$ cat src/rtl/match_game_pkg.sv
// Shared types and helpers for the 4-tile colour-matching game.
// Tile index 0..3 corresponds to tiles A..D.
package match_game_pkg;

  typedef enum logic [1:0] {
    PICK1,
    PICK2,
    SHOW,
    WIN
  } state_t;

  localparam logic [1:0] ACT_HIDDEN = 2'b00;
  localparam logic [1:0] ACT_CURSOR = 2'b01;
  localparam logic [1:0] ACT_REVEAL = 2'b10;

  // A<->D are red, B<->C are blue
  function automatic logic [1:0] pair_of(input logic [1:0] idx);
    logic [1:0] p;
    case (idx)
      2'd0:    p = 2'd3;
      2'd1:    p = 2'd2;
      2'd2:    p = 2'd1;
      default: p = 2'd0;
    endcase
    return p;
  endfunction

  // First unmatched tile after cur, wrapping; stays put if none
  function automatic logic [1:0] next_free(
    input logic [1:0] cur,
    input logic [3:0] mat
  );
    logic [1:0] res;
    logic [1:0] idx;
    logic       found;
    res   = cur;
    found = 1'b0;
    for (int k = 1; k < 4; k++) begin
      idx = cur + 2'(k);
      if (!found && !mat[idx]) begin
        res   = idx;
        found = 1'b1;
      end
    end
    return res;
  endfunction

endpackage

$ cat src/rtl/match_game_ctrl_btn_debounce.sv
// Button conditioner: 2-FF synchroniser, stability counter and
// a single-cycle pulse on each accepted rising edge.
module btn_debounce #(
  parameter int DEBOUNCE_CYCLES = 250_000
) (
  input  logic clk,
  input  logic rst,
  input  logic btn,
  output logic pulse
);

  localparam int CW =
    (DEBOUNCE_CYCLES > 1) ? $clog2(DEBOUNCE_CYCLES) : 1;
  localparam logic [CW-1:0] LAST = CW'(DEBOUNCE_CYCLES - 1);

  logic          meta;
  logic          sync;
  logic          level;
  logic [CW-1:0] cnt;

  // level only follows sync after DEBOUNCE_CYCLES differing samples
  always_ff @(posedge clk or posedge rst) begin
    if (rst) begin
      meta  <= 1'b0;
      sync  <= 1'b0;
      level <= 1'b0;
      cnt   <= '0;
      pulse <= 1'b0;
    end else begin
      meta  <= btn;
      sync  <= meta;
      pulse <= 1'b0;
      if (sync == level) begin
        cnt <= '0;
      end else if (cnt == LAST) begin
        level <= sync;
        cnt   <= '0;
        pulse <= sync;
      end else begin
        cnt <= cnt + CW'(1);
      end
    end
  end

endmodule

$ cat src/rtl/match_game_ctrl.sv
// Game sequencer for the 4-tile matching display: cursor, picks,
// pair compare, mismatch hold and win screen.
module match_game_ctrl
  import match_game_pkg::*;
#(
  parameter int DEBOUNCE_CYCLES = 250_000,
  parameter int MISMATCH_HOLD   = 25_000_000
) (
  input  logic       clk25MHz,
  input  logic       rst,
  input  logic       btn_next,
  input  logic       btn_sel,
  output logic [1:0] actionA,
  output logic [1:0] actionB,
  output logic [1:0] actionC,
  output logic [1:0] actionD,
  output logic       winscreen,
  output logic [7:0] attempts
);

  localparam int TW =
    (MISMATCH_HOLD > 1) ? $clog2(MISMATCH_HOLD) : 1;
  localparam logic [TW-1:0] HOLD_LOAD = TW'(MISMATCH_HOLD - 1);

  logic nxt_p;
  logic sel_p;

  btn_debounce #(
    .DEBOUNCE_CYCLES(DEBOUNCE_CYCLES)
  ) u_db_next (
    .clk  (clk25MHz),
    .rst  (rst),
    .btn  (btn_next),
    .pulse(nxt_p)
  );

  btn_debounce #(
    .DEBOUNCE_CYCLES(DEBOUNCE_CYCLES)
  ) u_db_sel (
    .clk  (clk25MHz),
    .rst  (rst),
    .btn  (btn_sel),
    .pulse(sel_p)
  );

  state_t          state_q, state_d;
  logic [1:0]      cur_q, cur_d;
  logic [1:0]      first_q, first_d;
  logic [3:0]      rev_q, rev_d;
  logic [3:0]      mat_q, mat_d;
  logic [TW-1:0]   timer_q, timer_d;
  logic [7:0]      att_q, att_d;
  logic [3:0][1:0] act_q, act_d;
  logic            win_q, win_d;

  always_ff @(posedge clk25MHz or posedge rst) begin
    if (rst) begin
      state_q <= PICK1;
      cur_q   <= 2'd0;
      first_q <= 2'd0;
      rev_q   <= '0;
      mat_q   <= '0;
      timer_q <= '0;
      att_q   <= '0;
      act_q   <= {ACT_HIDDEN, ACT_HIDDEN, ACT_HIDDEN, ACT_CURSOR};
      win_q   <= 1'b0;
    end else begin
      state_q <= state_d;
      cur_q   <= cur_d;
      first_q <= first_d;
      rev_q   <= rev_d;
      mat_q   <= mat_d;
      timer_q <= timer_d;
      att_q   <= att_d;
      act_q   <= act_d;
      win_q   <= win_d;
    end
  end

  // sel_p wins over nxt_p; a dropped nxt_p is not remembered
  always_comb begin
    state_d = state_q;
    cur_d   = cur_q;
    first_d = first_q;
    rev_d   = rev_q;
    mat_d   = mat_q;
    timer_d = timer_q;
    att_d   = att_q;
    unique case (state_q)
      PICK1: begin
        if (sel_p) begin
          if (!mat_q[cur_q]) begin
            rev_d[cur_q] = 1'b1;
            first_d      = cur_q;
            state_d      = PICK2;
          end
        end else if (nxt_p) begin
          cur_d = next_free(cur_q, mat_q);
        end
      end
      PICK2: begin
        if (sel_p) begin
          if (cur_q != first_q && !mat_q[cur_q]) begin
            if (att_q != 8'hFF) begin
              att_d = att_q + 8'd1;
            end
            if (pair_of(first_q) == cur_q) begin
              mat_d[first_q] = 1'b1;
              mat_d[cur_q]   = 1'b1;
              rev_d[first_q] = 1'b0;
              rev_d[cur_q]   = 1'b0;
              state_d        = (&mat_d) ? WIN : PICK1;
            end else begin
              rev_d[cur_q] = 1'b1;
              timer_d      = HOLD_LOAD;
              state_d      = SHOW;
            end
          end
        end else if (nxt_p) begin
          cur_d = next_free(cur_q, mat_q);
        end
      end
      SHOW: begin
        if (timer_q == '0) begin
          rev_d[first_q] = 1'b0;
          rev_d[cur_q]   = 1'b0;
          state_d        = PICK1;
        end else begin
          timer_d = timer_q - TW'(1);
        end
      end
      WIN: begin
        if (sel_p) begin
          rev_d   = '0;
          mat_d   = '0;
          cur_d   = 2'd0;
          state_d = PICK1;
        end
      end
    endcase
  end

  // Output encoder works from registered flags, one cycle behind
  always_comb begin
    act_d = '0;
    win_d = (state_q == WIN);
    for (int i = 0; i < 4; i++) begin
      if (state_q == WIN || rev_q[i] || mat_q[i]) begin
        act_d[i] = ACT_REVEAL;
      end else if (cur_q == 2'(i)) begin
        act_d[i] = ACT_CURSOR;
      end else begin
        act_d[i] = ACT_HIDDEN;
      end
    end
  end

  assign actionA   = act_q[0];
  assign actionB   = act_q[1];
  assign actionC   = act_q[2];
  assign actionD   = act_q[3];
  assign winscreen = win_q;
  assign attempts  = att_q;

endmodule

$ cat config.mk
export PLATFORM = sky130hd
export DESIGN_NAME = match_game_ctrl
export DESIGN_NICKNAME = d
export VERILOG_FILES = /design/src/rtl/match_game_pkg.sv /design/src/rtl/match_game_ctrl_btn_debounce.sv /design/src/rtl/match_game_ctrl.sv
export SDC_FILE = /design/constraint.sdc
export NUM_CORES = 1
export LEC_CHECK = 0
export CAP_MARGIN = 20
export CORE_MARGIN = 1
export CORE_UTILIZATION = 30
export CTS_CLUSTER_SIZE = 10
export DETAILED_ROUTE_END_ITERATION = 7
export PLACE_DENSITY = 0.46
export SLEW_MARGIN = 20
export SYNTH_ARGS = -nofsm -noshare
export SYNTH_HDL_FRONTEND = slang
export SYNTH_SLANG_ARGS = --single-unit
$ cat constraint.sdc
create_clock -name clk25MHz -period 7.3 [get_ports clk25MHz]
set_clock_uncertainty 0.2 [all_clocks]
set_input_delay 1.46 -clock clk25MHz [delete_from_list [all_inputs] [get_ports clk25MHz]]
set_output_delay 1.46 -clock clk25MHz [all_outputs]
set_load 0.1 [all_outputs]
# == Word-level counts from Yosys, hierarchy flattened ==
# Cells that the tools add are included.
# totals
inputBits,4
output_inout_bits,17
reg_bits,100
wordCells,193
# op_classes
n_reduce_logical,38
order_cmp,7
add_sub_neg,7
n_mux,81
bitwise,10
n_eq_ne,28
# op_table
op,count
25-bit 2-to-1 mux,4
18-bit 2-to-1 mux,4
25-bit one-hot mux with 2 select lines,1
2-bit 2-to-1 mux,24
4-bit 2-to-1 mux,10
"18-bit by 1-bit adder with 18-bit output, second input constant",2
"18-bit equality test, second input constant",2
1-bit 2-to-1 mux,27
25-bit logical NOT,1
"25-bit by 1-bit subtractor with 25-bit output, second input constant",1
"2-bit inequality test, second input constant",8
4-bit one-hot mux with 4 select lines,1
"2-bit by 3-bit less-than comparator with 1-bit output, second input constant",5
4-bit bitwise OR,3
2-bit one-hot mux with 3 select lines,2
6-bit AND reduction,2
"2-bit equality test, second input constant",5
"2-bit by 1-bit inequality test with 1-bit output, second input constant",5
5-bit AND reduction,2
"8-bit by 1-bit adder with 8-bit output, second input constant",1
4-bit bitwise AND,2
1-bit binary-select mux with 2-bit select,4
1-bit logical OR,8
"8-bit inequality test, second input constant",1
20 further kinds,46

# == Longest topological paths before layout ==
# Gate-level depths: netlist (run 1).
# depth
ltp_word,19
depth_mapped,9
depth_no_buf,8

# == Hierarchy ==
# From an unflattened synthesis (run 1), not the netlist that was laid out.
# hier_totals
cells_unflattened,528
hier_area_um2,5442.7
# modules_own_cells
module,cells_per_inst,area_each_um2,n_inst,seq_area_each_um2
match_game_ctrl,330,3348.2,1,1402.6
btn_debounce,99,1047.3,2,550.5

# == Worst setup path before layout (run 1) ==
# No wires, ideal clock.
# synth_path
kind,register -> register
startpoint,register att_q[2] (netlist: attempts[2])
endpoint,register att_q[3] (netlist: attempts[3])
path_slack_ns,4.649
arrival_time_ns,2.292
stages_incl_launch_ff,7
path_buffers,0
required_ns,6.941
period_less_slack_ns,2.651
setup_ns,0.159
cell_sequence,dfrtp_1 and3_1 and3_1 and3_1 nor4_2 nand4_1 xnor2_1
# synth_between
elab_chain_len,2
word_cells_on_any_way,3
cone_classes,add/sub: 1; eq/ne: 1; reduce/logical: 1
# synth_rtl
element,line,source
start: declaration,match_game_ctrl.sv:52,"logic [7:0] att_q, att_d;"
start signal: assignment,match_game_ctrl.sv:74,att_q <= att_d;
branches (longest 2 deep; another with 8-bit by 1-bit adder with 8-bit output),n/a,
# Several ways; the timed one is not identified.
# A chain may end at the register's enable or synchronous reset.

# == Final worst setup path (run 1) ==
# layout_path
startpoint,"register act_q, in the netlist actionA[0]"
endpoint,output port actionA[0]
# layout_lines
element,line,source
start: declaration,match_game_ctrl.sv:53,"logic [3:0][1:0] act_q, act_d;"
start signal: assignment,match_game_ctrl.sv:65,"act_q <= {ACT_HIDDEN, ACT_HIDDEN, ACT_HIDDEN, ACT_CURSOR};"
start signal: assignment,match_game_ctrl.sv:75,act_q <= act_d;
end: declaration,match_game_ctrl.sv:13,"output logic [1:0] actionA,"
# No word-level cell between the ends.

==> metrics.csv, run 1 <==
metric;value;unit
outcome;complete, no violations;
vias in the first global route;3723;
GRT busiest layer;met2;
Initial Utilization;30.6;%
Post-synth top flop;dfrtp_1;
pin slew with the least headroom to its limit;969;ps
drt via density;4.89;
Site Rows;47;
synth cell count leaders;dfrtp_1, nor2_1, nand2_1;
grt met1 use;17.8;%
Die W;132;um
M2 GR Usage;20.9;%
Clock Tree Root;clkbuf_16;
Worst Path Arrival;1980;ps
post-route cell area;0.00574;sq mm
Buf+Inv Stages, Crit Path;1;
clk buf depth;2;
fin nets;540;
Post-synth EDFFs;0;
Final TNS setup;0;ps
Seq/Total Area, Yosys;49.7;%
Port Buffer Count;20;
R2R Setup Slk;4350;ps
final hold vios;0;
Setup WS post-layout;3660;ps
largest net degree at the start of global routing;79;
met3 Usage GRT;3.13;%
initial antenna violation count;0;
CP startpoint kind;flop;
CTS tree;yes;
VDD IR max;0.106;mV
die extent in y;132;um
Inserted Clock Buffers;9;
RSZ-0062 raised after global routing;no;
wirelength, routed;10600;um
per-cell routed wire length;14.1;um
clock latency at the later pin of the worst-skew pair;350;ps
Syn. warnings;0;
I/O Pins;21;
vias post-DR;3677;
GPL Wtd Cong;0.827;
Placement Setup Slack;3890;ps
Synth top area share;49.2;%
cells along the critical path;clkdlybuf4s50_1;
Crit. End Element;primary output;
CP delay by family, top;buffers and inverters;
Synth-to-Final Area Change;13.9;%
Lkg Pwr;0.00256;uW
clock-pin transition on the worst setup and hold timing paths;70;ps
# resized after CTS;0;
Syn Std Cell Area;0.00504;sq mm
Post-Synthesis Cells;507;
# H-tree levels;3;
setup violators final;0;
antenna cells;0;
Die ar.;0.0173;sq mm
fin crit share;49.8;%
Post-DRT Antenna Nets;0;
Hold Buf Count CTS;0;
most instantiated library cell after synthesis;dfrtp_1;
clock sink count;100;
fin crit period;3640;ps
Synth Net Count;520;
setup repair bufs after CTS;0;
DR pass1 iterations;4;
cell taking the most area after synthesis;dfrtp_1;
max incr delay on CP;1120;ps
1st-iter DRT viols;216;
synth unique cells;59;
Async SR Flop Fraction;100;%
GRT Residual Overflow;0;
CP Data Required Time;5640;ps
HP Class;flop to flop;
Slowest-stage cell, CP;clkdlybuf4s50_1;
DP HPWL;7190;um
layout cells sized above 1;7.14;%
Worst slew margin;35.2;%
CORE AREA;0.0165;sq mm
Crit Path Category;flop to primary output;
Post-route DRC;0;
f_max;0.275;GHz
first-pass GRT wire length;18600;um
global-route usage over all layers;13.4;%
synth top area cells;dfrtp_1, nor2_1, xnor2_1;
Max Slew Vio Count;0;
Critical Path Fanout Max;1;
Area after DPL;0.00545;sq mm
max-cap viol count;0;
pwr dens;182;mW/mm^2
FF+latch count, synth;100;
mean area per synthesized cell;9.94;sq um
## flip-flops by register name (all words and copies together), names as in the netlist, 2 cells and up
register and count:
cur_q 2, u_db_next.cnt 18, attempts 8, actionA 2, rev_q 4, actionD 2, actionC 2, mat_q 4
state_q 2, u_db_sel.cnt 18, actionB 2, timer_q 25, first_q 2
## layout by cell type (no fill, tap or decap), types with 17 or more instances in the layout
cell,n
dfrtp_1,99
nor2_1,68
nand2_1,37
nand3_1,33
o21ai_0,25
xnor2_1,24
a21oi_1,23
xor2_1,20
clkdlybuf4s50_1,20
and3_1,17
## path summary, 6_finish.rpt
kind | startpoint | to | cells past startpoint
worst max-delay path | actionA[0]$_DFF_PP1_ | actionA[0] | 1
worst min-delay path | u_db_next.meta$_DFF_PP0_ | u_db_next.sync$_DFF_PP0_ | 0
max in group asynchronous | rst | timer_q[18]$_DFFE_PP0P_ | 3
worst min register to register | u_db_next.meta$_DFF_PP0_ | u_db_next.sync$_DFF_PP0_ | 0
worst max register to register | cur_q[0]$_DFFE_PP0P_ | attempts[1]$_DFFE_PP0P_ | 5
min in group asynchronous | rst | u_db_next.sync$_DFF_PP0_ | 2
## report_power, final
| part | total (uW) | internal, uW | switching (uW) |
|---|---|---|---|
| Combinational | 21.2 | 5.05 | 16.1 |
| Clock | 461 | 250 | 211 |
| Sequential | 561 | 558 | 3.37 |
| Total | 1040 | 813 | 230 |
## layer usage
layer | wire length (um) | share of wire, %
met1 | 5220 | 49
met2 | 4860 | 46
met3 | 295 | 2.8
met4 | 193 | 1.8
met5 | 0 | 0
## kinds of logic (layout without fill, tap and decap cells)
logic type | count (synthesis) | in the layout | synth area share (%)
xor+xnor | 44 | 44 | 7.65
buf+inv | 28 | 53 | 2.76
fa+ha+maj | 9 | 9 | 2.23
flops | 100 | 100 | 49.7
compound gates | 85 | 85 | 10.7
mux | 10 | 10 | 2.98
simple gates | 231 | 231 | 24.0
## layout make-up
cell class / instances / area, sq um
Clock buffer: 11 / 253
Fill cell: 1690 / 10700
Clock inverter: 5 / 35.0
Timing Repair Buffer: 21 / 211
Multi-Input combinational cell: 379 / 2400
Tap cell: 220 / 275
Sequential cell: 100 / 2500
Inverter: 16 / 62.6
## stage by stage
stage	hold WS [ps]	utilization (%)	instances	power, uW
6_report	154	34.8	752	1040
5_1_grt	164	34.8	752	1090
4_1_cts	156	34.8	752	1060
3_5_place_dp	140	33.1	736	594
3_3_place_gp	137	33.1	736	594
2_1_floorplan	131	-	507	585
(Power assumes the default switching activity.)
==> inputs of run 2 (changes only) <==
Clock period 7.3 ns to 3.7 ns, I/O delays scaled along.
==> run 2 against run 1 <==
Combinational power rose by 100%. Utilization is 0.14 points higher. Via count increased by 2.6%. Die area is the same. Register-to-register slack got worse by 3500 ps. Design area up 0.41%. Count of clock-buffer cells in the layout did not move. Clock power is 110% higher. Critical endpoint is now attempts[1]$_DFFE_PP0P_.
==> metrics.csv, run 2 (synthesized netlist as in run 1, its figures left out) <==
metric;value;unit;change
outcome;complete, no violations;;
setup repair bufs after CTS;0;;unchanged
Initial Utilization;30.6;%;unchanged
CORE AREA;0.0165;sq mm;unchanged
HP Class;flop to flop;;
VDD IR max;0.238;mV;+120%
clock-pin transition on the worst setup and hold timing paths;70;ps;about the same
initial antenna violation count;0;;unchanged
Util after Layout;35.0;%;+0.14 points
vias post-DR;3771;;+2.6%
largest net degree at the start of global routing;49;;-38%
pwr dens;368;mW/mm^2;+100%
pin slew with the least headroom to its limit;1000;ps;+33.0 ps
Post-route DRC;0;;unchanged
final hold vios;0;;unchanged
antenna cells;0;;unchanged
per-cell routed wire length;14.0;um;-0.69%
Worst Path Arrival;2870;ps;+890 ps
CP Data Required Time;3740;ps;-1900 ps
RSZ-0062 raised after global routing;no;;
Largest regs;timer_q x25, u_db_next.cnt x18, u_db_sel.cnt x18;;
layout cells sized above 1;8.96;%;+1.8 points
Post-DRT Antenna Nets;0;;unchanged
most frequent cells in the layout;dfrtp_1, nor2_1, nand2_1;;
Port Buffer Count;20;;unchanged
# H-tree levels;3;;unchanged
Lkg Pwr;0.00260;uW;+1.3%
setup violators final;0;;unchanged
Max Slew Vio Count;0;;unchanged
max reg flops;25;;unchanged
clk buf depth;2;;unchanged
# resized after CTS;0;;unchanged
Top reg by flops;timer_q;;
CTS tree;yes;;
die extent in y;132;um;unchanged
first-pass GRT wire length;18600;um;+0.18%
I/O Pins;21;;unchanged
Worst slew margin;33.0;%;-2.2 points
Hold Buf Count CTS;0;;unchanged
f_max;0.353;GHz;
Crit. End Element;flop;;
Site Rows;47;;unchanged
Die ar.;0.0173;sq mm;unchanged
Crit Path Category;flop to flop;;
drt via density;4.99;;+2.0%
clock latency at the later pin of the worst-skew pair;350;ps;about the same
Clock Tree Root;clkbuf_16;;
DR pass1 iterations;5;;+1
GPL Wtd Cong;0.797;;-3.7%
Synth-to-Final Area Change;14.3;%;
Die W;132;um;unchanged
Final TNS setup;0;ps;unchanged
Inserted Clock Buffers;9;;unchanged
vias in the first global route;3739;;+0.43%
DP HPWL;7320;um;+1.8%
Final Non-Filler Cells;756;;+0.53%
Pwr Total;2120;uW;+100%
most common cell after layout, fill and taps aside;dfrtp_1;;
wirelength, routed;10600;um;-0.16%
CP startpoint kind;flop;;
GRT Residual Overflow;0;;unchanged
fin nets;544;;+0.74%
clock sink count;100;;unchanged
max-cap viol count;0;;unchanged
fin crit share;76.6;%;
1st-iter DRT viols;200;;-7.4%
Inst Count DP;740;;+0.54%
fin crit period;2830;ps;
Critical Path Fanout Max;12;;+11
global-route usage over all layers;13.3;%;-0.13 points
-- run 2: final cells by class --
| class | count | area, sq um |
|---|---|---|
| tap | 220 | 275 |
| clock buffer | 11 | 243 |
| fill | 1681 | 10700 |
| clock inverter | 5 | 60.1 |
| inverter | 16 | 62.6 |
| multi-input combinational | 379 | 2400 |
| sequential | 100 | 2500 |
| timing repair buffer | 25 | 220 |
-- run 2: report_power, final --
part / total, uW / switching (uW) / internal, uW / leakage, uW
Sequential: 1110 / 6.26 / 1100 / 0.00138
Clock: 972 / 426 / 546 / 0.000146
Combinational: 42.3 / 31.5 / 10.8 / 0.00107
-- run 2: path summary, 6_finish.rpt --
path                                               start                  endpoint  slack, ps  cells after the start
worst max register to register      cur_q[0]$_DFFE_PP0P_   attempts[1]$_DFFE_PP0P_        870                      5
worst min-delay path            u_db_next.meta$_DFF_PP0_  u_db_next.sync$_DFF_PP0_        150                      0
max in group asynchronous                            rst    timer_q[9]$_DFFE_PP0P_       1940                      3
worst min register to register  u_db_next.meta$_DFF_PP0_  u_db_next.sync$_DFF_PP0_        150                      0
worst max-delay path                cur_q[0]$_DFFE_PP0P_   attempts[1]$_DFFE_PP0P_        870                      5
min in group asynchronous                            rst   u_db_sel.meta$_DFF_PP0_        610                      2
-- run 2: through the flow --
| step | hold slack [ps] | setup slack [ps] | cell area [sq um] |
|---|---|---|---|
| finish | 150 | 867 | 5760 |
| global route | 169 | 715 | 5760 |
| CTS | 154 | 839 | 5760 |
| detailed placement | 137 | 855 | 5460 |
| global placement | 137 | 900 | 5460 |
| floorplan | 131 | 143 | 5040 |
-- run 2: worst max-delay path: stages (launching register included) --
cell     delay, ps
dfrtp_1        630
mux4_2         600
inv_1           70
nand2_1        100
nor4_2         710
mux2_2         410
-- run 2: metal layers --
layer	share of wire [%]	global-route usage (%)
met1	49	17.1
met2	46	21.1
met3	3.6	3.74
met4	2.0	4.72
met5	0	0
